### src/rtl/sseg_pkg.sv
// Shared definitions for the multiplexed seven-segment scan driver.
//
// Contents:
//   nibble_t / seg_t  - one hex nibble, one 7-bit segment word {a,b,c,d,e,f,g}
//   SEG_ON            - level that lights a segment or decimal point (active-low)
//   SEG_OFF           - segment word with every segment dark
//   SEG_TABLE         - glyphs for the hex digits 0..F
//   hex_to_seg()      - table lookup helper used by hex_sseg_lut
package sseg_pkg;

    typedef logic [3:0] nibble_t;
    typedef logic [6:0] seg_t;

    localparam logic SEG_ON  = 1'b0;
    localparam seg_t SEG_OFF = 7'b1111111;

    // Bit 6 is segment a, bit 0 is segment g; a 0 lights the segment.
    localparam seg_t SEG_TABLE [16] = '{
        7'b0000001,   // 0
        7'b1001111,   // 1
        7'b0010010,   // 2
        7'b0000110,   // 3
        7'b1001100,   // 4
        7'b0100100,   // 5
        7'b0100000,   // 6
        7'b0001111,   // 7
        7'b0000000,   // 8
        7'b0000100,   // 9
        7'b0001000,   // A
        7'b1100000,   // b
        7'b0110001,   // C
        7'b1000010,   // d
        7'b0110000,   // E
        7'b0111000    // F
    };

    function automatic seg_t hex_to_seg(input nibble_t nib);
        return SEG_TABLE[nib];
    endfunction

endpackage

### src/rtl/hex_sseg_lut.sv
// Combinational hex-to-seven-segment decoder.
//
// Ports:
//   nibble  in  4  hex digit to display
//   seg     out 7  segments {a,b,c,d,e,f,g}, active-low
module hex_sseg_lut
    import sseg_pkg::*;
(
    input  logic [3:0] nibble,
    output logic [6:0] seg
);

    assign seg = hex_to_seg(nibble);

endmodule

### src/rtl/sseg_scan_driver.sv
// Time-multiplexed driver for an N_DIGITS common-anode seven-segment display.
//
// Each digit owns a slot of REFRESH_DIV clocks; the first GUARD_CYC clocks of a
// slot keep every anode off so the segment lines can settle without ghosting.
// New content is staged in a shadow register by 'load' and only moves into the
// display register at a frame boundary, so a frame never mixes old and new data.
//
// Parameters:
//   N_DIGITS     number of digits (1..8)
//   REFRESH_DIV  clocks per digit slot (>= 4)
//   GUARD_CYC    anode-off clocks at the start of each slot (0..REFRESH_DIV-2)
//
// Ports:
//   clk         in   1           system clock, rising edge
//   rst         in   1           synchronous active-high reset
//   value       in   4*N_DIGITS  hex nibbles, nibble k drives digit k
//   load        in   1           strobe capturing value/dp_mask/blank_mask
//   dp_mask     in   N_DIGITS    1 lights the decimal point of digit k
//   blank_mask  in   N_DIGITS    1 forces digit k dark
//   lzs         in   1           leading-zero suppression (live input)
//   sseg        out  7           segments {a..g}, active-low, registered
//   dp          out  1           decimal point, active-low, registered
//   an          out  N_DIGITS    digit anodes, active-low, registered
//   frame       out  1           one-cycle pulse after each frame boundary
module sseg_scan_driver
    import sseg_pkg::*;
#(
    parameter int N_DIGITS    = 4,
    parameter int REFRESH_DIV = 50000,
    parameter int GUARD_CYC   = 2
) (
    input  logic                    clk,
    input  logic                    rst,
    input  logic [4*N_DIGITS-1:0]   value,
    input  logic                    load,
    input  logic [N_DIGITS-1:0]     dp_mask,
    input  logic [N_DIGITS-1:0]     blank_mask,
    input  logic                    lzs,
    output logic [6:0]              sseg,
    output logic                    dp,
    output logic [N_DIGITS-1:0]     an,
    output logic                    frame
);

    localparam int CW = (REFRESH_DIV > 1) ? $clog2(REFRESH_DIV) : 1;
    localparam int IW = (N_DIGITS > 1) ? $clog2(N_DIGITS) : 1;
    localparam logic [CW-1:0] CNT_MAX = CW'(REFRESH_DIV - 1);
    localparam logic [IW-1:0] IDX_MAX = IW'(N_DIGITS - 1);

    logic [CW-1:0]          cnt;
    logic [IW-1:0]          idx;
    logic                   tick;
    logic                   boundary;

    logic [4*N_DIGITS-1:0]  shadow_value;
    logic [N_DIGITS-1:0]    shadow_dp;
    logic [N_DIGITS-1:0]    shadow_blank;
    logic                   pend_valid;

    logic [4*N_DIGITS-1:0]  disp_value;
    logic [N_DIGITS-1:0]    disp_dp;
    logic [N_DIGITS-1:0]    disp_blank;

    logic [N_DIGITS-1:0]    lead_zero;
    nibble_t                cur_nib;
    logic                   cur_dark;
    logic                   in_guard;
    seg_t                   lut_seg;

    assign tick     = (cnt == CNT_MAX);
    assign boundary = tick && (idx == IDX_MAX);

    // Slot counter and digit index.
    always_ff @(posedge clk) begin
        if (rst) begin
            cnt <= '0;
            idx <= '0;
        end else if (tick) begin
            cnt <= '0;
            idx <= (idx == IDX_MAX) ? '0 : idx + 1'b1;
        end else begin
            cnt <= cnt + 1'b1;
        end
    end

    // Shadow/display double buffer. A load that lands on the boundary itself
    // bypasses the shadow so it is not held back a whole extra frame.
    always_ff @(posedge clk) begin
        if (rst) begin
            shadow_value <= '0;
            shadow_dp    <= '0;
            shadow_blank <= '0;
            pend_valid   <= 1'b0;
            disp_value   <= '0;
            disp_dp      <= '0;
            disp_blank   <= '0;
        end else if (boundary) begin
            pend_valid <= 1'b0;
            if (load) begin
                disp_value <= value;
                disp_dp    <= dp_mask;
                disp_blank <= blank_mask;
            end else if (pend_valid) begin
                disp_value <= shadow_value;
                disp_dp    <= shadow_dp;
                disp_blank <= shadow_blank;
            end
        end else if (load) begin
            shadow_value <= value;
            shadow_dp    <= dp_mask;
            shadow_blank <= blank_mask;
            pend_valid   <= 1'b1;
        end
    end

    // lead_zero[k] is set when nibbles k..N_DIGITS-1 of the display are all zero.
    always_comb begin
        logic acc;
        lead_zero = '0;
        acc       = 1'b1;
        for (int k = N_DIGITS - 1; k >= 0; k--) begin
            acc          = acc & (disp_value[4*k +: 4] == 4'h0);
            lead_zero[k] = acc;
        end
    end

    assign cur_nib  = disp_value[{idx, 2'b00} +: 4];
    assign cur_dark = disp_blank[idx] | (lzs & (idx != '0) & lead_zero[idx]);
    assign in_guard = (int'(cnt) < GUARD_CYC);

    hex_sseg_lut u_lut (
        .nibble (cur_nib),
        .seg    (lut_seg)
    );

    // Registered pin drivers; the anode goes off for dark digits and guard time.
    always_ff @(posedge clk) begin
        if (rst) begin
            sseg  <= SEG_OFF;
            dp    <= ~SEG_ON;
            an    <= '1;
            frame <= 1'b0;
        end else begin
            sseg  <= cur_dark ? SEG_OFF : lut_seg;
            dp    <= (cur_dark || !disp_dp[idx]) ? ~SEG_ON : SEG_ON;
            an    <= (cur_dark || in_guard) ? '1 : ~(N_DIGITS'(1) << idx);
            frame <= boundary;
        end
    end

endmodule
### config.mk
export PLATFORM = sky130hd
export DESIGN_NAME = sseg_scan_driver
export DESIGN_NICKNAME = d
export VERILOG_FILES = /design/src/rtl/sseg_pkg.sv /design/src/rtl/hex_sseg_lut.sv /design/src/rtl/sseg_scan_driver.sv
export SDC_FILE = /design/constraint.sdc
export NUM_CORES = 1
export LEC_CHECK = 0
export ABC_AREA = 1
export ABC_CLOCK_PERIOD_IN_PS = 5200
export BUFFER_PORTS_ARGS = -buffer_cell sky130_fd_sc_hd__buf_2
export CAP_MARGIN = 25
export CORE_MARGIN = 5
export CORE_UTILIZATION = 62
export CTS_CLUSTER_SIZE = 12
export DETAILED_ROUTE_END_ITERATION = 16
export GPL_ROUTABILITY_DRIVEN = 0
export PLACE_DENSITY = 0.89
export SYNTH_ARGS = -nofsm -noshare
export SYNTH_HDL_FRONTEND = slang
export SYNTH_SLANG_ARGS = --single-unit
### constraint.sdc
create_clock -name clk -period 5.2 [get_ports clk]
set_input_delay 0.78 -clock clk [delete_from_list [all_inputs] [get_ports clk]]
set_output_delay 0.78 -clock clk [all_outputs]
set_load 0.005 [all_outputs]
==> run summary, run 1 <==
outcome = completed
# clock sinks = 80
Clock transition at path regs = 0.08 ns
Bufs on Longest Clock Path = 2
Residual DRC = 0
fmax = 415 MHz
hold crit path type = flop to flop
setup_tns = 0 ns
sequential fraction of the synthesis area = 37.0%
via count = 3837
hold path endpoint = cnt[0]
Routed WL = 8.92 mm
area delta synth->final = 8.35%
GRT Total Usage = 21.2%
Post CTS Setup Buffer Count = 0
vias in the first global route = 3409
worst slack, placed = 2.75 ns
critical path's largest stage delay = 0.76 ns
leak pwr = 2.14 nW
relative slew slack = 43.8%
Final Slew Violations = 0
worst setup margin = 2.79 ns
TritonCTS clock tree = yes
Placed Cells incl. Taps = 724
Die ar. = 8750 sq um
Final nets = 679
CP Data Arrival Time = 2.71 ns
R2R Path Start = idx[0]
H-tree lvl count = 3
Worst-Margin Slew = 0.843 ns
row count = 30
area of the core = 6790 sq um
Mapped Cells = 618
Max Clock Skew = 0.0133 ns
vias per cell = 5.18
Worst EP required = 5.50 ns
TritonRoute pass-1 iters = 5
ANT nets after route = 0
initial antenna violation count = 0
die height = 93.6 um
Resize count post-CTS = 0
Peak supply drop = 0.194 mV
latest clock arrival within the worst-skew pair = 0.36 ns
initial core utilization = 63.7%
post-synthesis register bit count = 80
R2R cell count = 6
Final Hold Fails = 0
FF-to-FF setup slack = 2.79 ns
CP Capture Type = flop
RSZ-0062 raised after global routing = false
Routed wire per std cell = 12.0 um
HPWL after detailed placement = 6.05 mm
pin count of the biggest net entering global routing = 73
CP cell instances = ha_1 > buf_4 > nand4_2 > nand2_1 > inv_1 > nor2_1
first-pass GRT wire length = 15.1 mm
GR Overflow Total = 0
commonest cells after routing, fill and taps aside = nand2_1, nor2_1, dfxtp_1, inv_1, buf_2
total CTS buffers = 9
Worst Path Max Fanout = 27
MaxCap Viol Count = 0
Ys Warns = 0
drt initial violations = 281
post-layout minimum cycle time = 2.41 ns
hold_buf cts = 0
crit path launch type = flop
PD cells = 249 nW/um^2
Die Span X = 93.6 um
fin crit share = 46.3%
min-delay src = cnt[0]
Hold Crit Depth = 1
share of layout cells above drive strength 1 = 13.8%
Synth Area per Inst = 7.01 sq um
Root Buffer = clkbuf_8
endpoints failing setup = 0
FF-to-FF End = disp_value[1]
Port-buffer cells = 40
syn_nets = 657
Final Non-Filler Cells = 741
Max stage delay cell, worst path = dfxtp_1
synth unique cells = 31
Ant. Diodes = 0
worst setup path class = flop to flop
synthesized cell area = 4330 sq um
num ports = 41
commonest non-fill, non-tap cell in the layout = nand2_1
==> logic make-up after synthesis <==
group,Yosys count,synth area share (%)
buffers and inverters,110,11.0
XOR/XNOR,5,1.01
AND/OR/NAND/NOR,341,36.0
multiplexers,24,5.55
AO/OA/AOI/OAI,47,6.33
flip-flops,80,37.0
adder cells (fa/ha/maj),11,3.18
==> per-stage QoR <==
step                cell area (sq um)  utilization, %  hold slack, ns  power, mW
floorplan                        4330               -           0.418      0.723
global route                     4690            69.0           0.490       1.22
finish                           4690            69.0           0.470       1.17
detailed placement               4490            66.0           0.453      0.750
global placement                 4490            66.0           0.431      0.746
CTS                              4670            68.7           0.470       1.17
==> power by group <==
| part | internal (mW) | switching [mW] |
|---|---|---|
| Clock | 0.200 | 0.233 |
| Sequential | 0.631 | 0.00945 |
| Combinational | 0.0417 | 0.0540 |
| Total | 0.872 | 0.296 |
==> worst max path at each step <==
stage / from / endpoint / slack [ns]
after floorplan: load / disp_blank[3] / 3.42
after global placement: rst / sseg[2] / 2.82
after detailed placement: rst / an[1] / 2.75
after CTS: idx[0] / shadow_value[13] / 2.75
after global routing: idx[0] / disp_value[1] / 2.57
final: idx[0] / disp_value[1] / 2.79
==> layer usage <==
layer / track usage, % / vias up / part of all wire [%]
li1: - / 2006 / -
met1: 28.6 / 1724 / 48
met2: 33.1 / 96 / 45
met3: 5.95 / 11 / 6.0
met4: 6.50 / 0 / 1.1
met5: 0 / - / 0
==> synth_stat cells <==
library cell	n	area, sq um
buf_2	16	80.1
buf_6	4	45.0
o211ai_1	1	7.51
dfxtp_1	80	1600
a21oi_2	9	78.8
nor2_1	85	319
nand2_1	149	559
a21boi_0	1	7.51
ha_1	11	138
inv_1	69	259
inv_2	7	26.3
a21oi_1	29	145
clkinv_1	1	3.75
nor3_1	5	25.0
nand4_2	1	12.5
nand3b_1	24	180
o21ai_0	7	35.0
nand4_1	26	163
nand3_2	2	20.0
nand3_1	35	175
nor2_4	3	33.8
or2_0	1	6.26
buf_4	3	22.5
nand2_2	5	31.3
nor2_2	3	18.8
buf_1	6	22.5
clkbuf_1	4	15.0
mux2i_1	24	240
nor4_1	1	6.26
xor2_1	5	43.8
nor3b_1	1	7.51
==> state kept, by name (all words and copies together), names as in the netlist, 2 cells and up <==
register / flops
disp_dp: 4
cnt: 16
idx: 2
an: 4
disp_value: 16
disp_blank: 4
shadow_dp: 4
sseg: 7
shadow_value: 16
shadow_blank: 4
==> final cells by class <==
| class | instances | area, sq um |
|---|---|---|
| Clock buffer | 12 | 155 |
| Timing Repair Buffer | 44 | 243 |
| Multi-Input combinational cell | 428 | 2250 |
| Inverter | 77 | 289 |
| Fill cell | 566 | 2100 |
| Sequential cell | 80 | 1600 |
| Tap cell | 96 | 120 |
| Clock inverter | 4 | 28.8 |
==> critical path, delay by kind of cell, from the launching register on <==
family                   cells  cell delay [ns]
AND/OR/NAND/NOR              3             0.89
flip-flops                   1             0.76
buffers and inverters        2             0.37
adder cells (fa/ha/maj)      1             0.31
Note: power is estimated with default switching activity, not from simulation.
==> run 2: changes to the inputs <==
Settings changed: ABC_AREA 1 to 0, ABC_CLOCK_PERIOD_IN_PS 5200 to 2300, CORE_UTILIZATION 62 to 59, PLACE_DENSITY 0.89 to 0.86.
Clock period 5.2 ns to 2.3 ns, I/O delays scaled along.
==> run 2 against run 1 <==
Clock power up 110%. Register-to-register slack worse by 2.6 ns. Routed wire length down 12%. First-iteration DRC count down 67%. Utilization down 0.93 points. Worst setup slack worse by 2.6 ns. Worst hold slack worse by 0.21 ns. Non-clock buffer count up 5. Cell area down 0.80%. Global-route usage down 2.5 points. Count of clock-buffer cells in the layout down 1. Critical path depth down 1. Largest power group unchanged.
==> run summary, run 2 <==
outcome = completed
Ant. Diodes = 0
TritonRoute pass-1 iters = 4
fill count = 573
commonest cells in the netlist = dfxtp_1, nor2_1, nand2b_1, mux2i_1, nor2b_1
Synth Area per Inst = 9.92 sq um
area delta synth->final = 11.2%
Final Hold Fails = 0
ANT nets after route = 0
pin count of the biggest net entering global routing = 72
FF-to-FF End = disp_blank[3]
Die Span X = 94.2 um
Port-buffer cells = 40
Worst-Margin Slew = 0.490 ns
area of the core = 6830 sq um
synthesized cell area = 4190 sq um
first-pass GRT wire length = 13.2 mm
post-layout minimum cycle time = 2.12 ns
num ports = 41
Peak supply drop = 0.291 mV
Yosys top cell area share = 38.3%
FF-to-FF setup slack = 0.18 ns
synth unique cells = 39
post-synthesis register bit count = 80
CP startpoint = cnt[12]
Multi-input gate area = 2410 sq um
drt initial violations = 93
hold_buf cts = 0
H-tree lvl count = 3
crit path launch type = flop
most frequent cell after synthesis = dfxtp_1
Mapped Cells = 422
fmax = 471 MHz
TritonCTS clock tree = yes
Placed Cells incl. Taps = 536
syn_nets = 461
CP Capture Type = flop
setup_tns = 0 ns
Routed wire per std cell = 14.3 um
CP Data Arrival Time = 2.36 ns
worst setup path class = flop to flop
leak pwr = 1.97 nW
vias per cell = 5.40
Hold Crit Depth = 3
GR Overflow Total = 0
vias in the first global route = 2894
Ys Warns = 0
share of layout cells above drive strength 1 = 22.8%
Max Clock Skew = 0.00922 ns
worst-case hold slack = 0.259 ns
hold crit path type = primary input to flop
Worst EP required = 2.54 ns
# clock sinks = 80
endpoints failing setup = 0
Clock transition at path regs = 0.08 ns
via count = 2984
Synth async-reset ratio = 0%
Synth area leaders = dfxtp_1, mux2i_1, nand2b_1
Bufs on Longest Clock Path = 2
R2R Path Start = cnt[12]
Die ar. = 8880 sq um
HPWL after detailed placement = 5.42 mm
biggest regs = cnt (16), disp_value (16), shadow_value (16)
relative slew slack = 67.3%
RSZ-0062 raised after global routing = false
initial core utilization = 61.3%
fin crit share = 92.3%
worst setup path endpoint = disp_blank[3]
Post-synth EDFFs = 0
Primary FF master, synth = dfxtp_1
total CTS buffers = 9
Synth area leader = dfxtp_1
Final Non-Filler Cells = 553
commonest non-fill, non-tap cell in the layout = dfxtp_1
sequential fraction of the synthesis area = 38.3%
MaxCap Viol Count = 0
Final Slew Violations = 0
Residual DRC = 0
initial antenna violation count = 0
R2R cell count = 5
Root Buffer = clkbuf_8
die height = 94.2 um
PD cells = 555 nW/um^2
commonest cells after routing, fill and taps aside = dfxtp_1, nor2_1, nand2b_1, mux2i_1, buf_2
row count = 30
Worst Path Max Fanout = 24
GRT Total Usage = 18.7%
Seq. cell area = 1600 sq um
Routed WL = 7.89 mm
Final nets = 491
latest clock arrival within the worst-skew pair = 0.35 ns
==> run 2: cell count changes in the layout (fill, tap and decap cells not counted), moves of 10 or more <==
cell / previous run / this run
nand2b_1: 0 / 50
nor2b_1: 0 / 26
xnor2_1: 0 / 12
nand3_1: 35 / 11
nor2_1: 85 / 51
nand2_1: 149 / 6
inv_1: 69 / 9
nor4_1: 1 / 11
mux2_4: 0 / 20
nand4_1: 26 / 15
a21oi_1: 29 / 2
mux2i_1: 24 / 49
nand3b_1: 24 / 1
==> run 2: per-stage QoR <==
stage	util, %	worst slack [ns]	total power [mW]	cell area [sq um]
3_3_place_gp	65.2	0.190	1.68	4450
2_1_floorplan	-	0.259	1.62	4190
6_report	68.1	0.177	2.58	4650
3_5_place_dp	65.2	0.110	1.69	4450
4_1_cts	67.7	0.0857	2.61	4630
5_1_grt	68.1	0.0761	2.70	4650
==> run 2: routing by layer <==
layer / wire length [um] / track usage (%) / vias to the layer above
li1: - / - / 1503
met1: 3730 / 24.1 / 1414
met2: 3660 / 29.7 / 63
met3: 432 / 6.01 / 4
met4: 57 / 6.02 / 0
met5: 0 / 0 / -
==> run 2: worst min-delay path by stage <==
| stage | start | end | slack, ns |
|---|---|---|---|
| 6_report | value[13] | shadow_value[13] | 0.26 |
| 5_1_grt | value[9] | shadow_value[9] | 0.24 |
| 4_1_cts | value[8] | shadow_value[8] | 0.25 |
| 3_5_place_dp | cnt[0] | cnt[0] | 0.45 |
| 3_3_place_gp | cnt[0] | cnt[0] | 0.44 |
| 2_1_floorplan | cnt[0] | cnt[0] | 0.43 |
==> run 2: where the power goes <==
part | internal [mW] | switching (mW)
Clock | 0.418 | 0.504
Sequential | 1.42 | 0.0213
Combinational | 0.107 | 0.110
Total | 1.95 | 0.635
==> run 2: layout make-up <==
class	instances	share of cell area, %
Multi-Input combinational cell	303	51.8
Sequential cell	80	34.4
Timing Repair Buffer	49	6.72
Clock buffer	11	3.04
Tap cell	96	2.58
Inverter	9	0.726
Clock inverter	5	0.699
==> run 2: timing repair <==
item	CTS	global route
endpoints found under the setup margin	0	1
resized for setup	0	0
setup buffers	0	0
==> run 2: cells by family after synthesis <==
family	Yosys count	synth area share, %
and+or+nand+nor	183	24.9
muxes	82	24.0
DFF	80	38.3
buffers and inverters	39	4.39
xor gates and xnor gates	14	2.93
AOI/OAI and AO/OA	13	2.24
adders and majority gates	11	3.29
==> run 2: critical path: stages (launching register included) <==
cell and delay (ns):
dfxtp_1 0.37, or4_4 0.60, nor4_4 0.37, nand4b_4 0.15
buf_12 0.21, mux2_4 0.31
==> run 3: changes to the inputs <==
Settings changed: REMOVE_ABC_BUFFERS set to 1.
==> run 3 against run 2 <==
Highest routed layer unchanged. Sequential power hardly changed. Die area stayed put. Count of clock-buffer cells in the layout is 2 lower. Largest power group unchanged. Power is 9.0% higher. Via count is 2.6% higher. Non-clock buffer count is 3 higher. Critical path type unchanged.
==> run summary, run 3 (synthesis gave the netlist of run 2 again) <==
Resize count post-CTS = 0
worst setup path class = flop to flop
Residual DRC = 0
outcome = completed
Final Hold Fails = 0
drt initial violations = 100
worst slack, placed = 0.216 ns
total CTS buffers = 9
via count = 3061
R2R Path Start = idx[0]
Post CTS Setup Buffer Count = 0
Worst-Margin Slew = 0.603 ns
pin count of the biggest net entering global routing = 52
PD cells = 595 nW/um^2
commonest non-fill, non-tap cell in the layout = dfxtp_1
MaxCap Viol Count = 0
area of the core = 6830 sq um
Peak supply drop = 0.353 mV
initial antenna violation count = 0
H-tree lvl count = 3
Worst Path Max Fanout = 5
fin crit share = 91.0%
fmax = 478 MHz
ANT nets after route = 0
biggest regs = cnt (16), disp_value (16), shadow_value (16)
row count = 30
GRT Total Usage = 20.3%
TritonRoute pass-1 iters = 4
CP startpoint = idx[0]
TritonCTS clock tree = yes
relative slew slack = 59.7%
Placed Cells incl. Taps = 540
CP delay by family, top = multiplexers
area delta synth->final = 13.1%
Routed WL = 8.38 mm
Bufs on Longest Clock Path = 2
fin area = 4730 sq um
Worst EP required = 2.57 ns
hold_buf cts = 0
final core utilization = 69.3%
Final Slew Violations = 0
Max Clock Skew = 0.00624 ns
CP Data Arrival Time = 2.36 ns
Final Non-Filler Cells = 556
Die ar. = 8880 sq um
GR Overflow Total = 0
placed standard-cell area = 4510 sq um
Port-buffer cells = 40
commonest cells after routing, fill and taps aside = dfxtp_1, nor2_1, nand2b_1, mux2i_1, buf_2
Ant. Diodes = 0
FF-to-FF setup slack = 0.21 ns
Final nets = 494
hold crit path type = primary input to flop
fill count = 508
Seq. cell area = 1600 sq um
endpoints failing setup = 0
Multi-input gate area = 2410 sq um
vias in the first global route = 3053
Root Buffer = clkbuf_8
latest clock arrival within the worst-skew pair = 0.35 ns
die height = 94.2 um
CP cell instances = mux4_2 > inv_1 > ha_1 > or3b_2 > o2111ai_1
min-delay src = value[6]
# clock sinks = 80
critical path's largest stage delay = 0.61 ns
vias per cell = 5.51
first-pass GRT wire length = 14.2 mm
Die Span X = 94.2 um
Clock transition at path regs = 0.08 ns
worst setup margin = 0.207 ns
post-layout minimum cycle time = 2.09 ns
crit path buf inv count = 1
leak pwr = 2.02 nW
HPWL after detailed placement = 5.89 mm
crit path launch type = flop
Max stage delay cell, worst path = mux4_2
initial core utilization = 61.3%
share of layout cells above drive strength 1 = 23.5%
num ports = 41
Routed wire per std cell = 15.1 um
CP Capture Type = flop
RSZ-0062 raised after global routing = false
run 3: cell types whose count changed in the layout (fill, tap and decap cells not counted), sizes merged:
cell	delta
bufinv	+2
clkbuf	-2
clkinvlp	-2
inv	+1
clkinv	+1
buf	+3
run 3: cell type report:
type | count | area share [%]
Sequential cell | 80 | 33.8
Timing Repair Buffer | 52 | 7.35
Inverter | 9 | 0.714
Tap cell | 96 | 2.54
Multi-Input combinational cell | 303 | 50.9
Clock buffer | 9 | 2.62
Clock inverter | 7 | 2.01
run 3: report_power, final:
part | leakage, nW | switching, mW | internal (mW)
Combinational | 1.26 | 0.114 | 0.110
Sequential | 0.653 | 0.0210 | 1.42
Clock | 0.110 | 0.533 | 0.613
run 3: layer usage:
layer | up-vias | share of wire (%) | track usage, %
li1 | 1514 | - | -
met1 | 1453 | 43 | 24.6
met2 | 79 | 51 | 35.2
met3 | 15 | 4.4 | 4.25
met4 | 0 | 1.8 | 7.46
met5 | - | 0 | 0
run 3: worst min-delay path: cells and delay by family:
kind | cells | cell delay, ns
buffers and inverters | 1 | 0.10
AND/OR/NAND/NOR | 1 | 0.06
multiplexers | 1 | 0.06
run 3: path summary, 6_finish.rpt:
path,endpoint,depth (start not counted)
max,sseg[4],5
min,shadow_value[6],3
max reg2reg,sseg[4],5
min reg2reg,shadow_dp[2],2
run 3: stage by stage:
stage / setup TNS [ns] / total power [mW] / hold slack [ns]
after global placement: 0 / 1.69 / 0.441
final: 0 / 2.81 / 0.253
after CTS: 0 / 2.84 / 0.244
after floorplan: -12.15 / 1.59 / 0.414
after detailed placement: 0 / 1.70 / 0.463
after global routing: 0 / 2.92 / 0.239
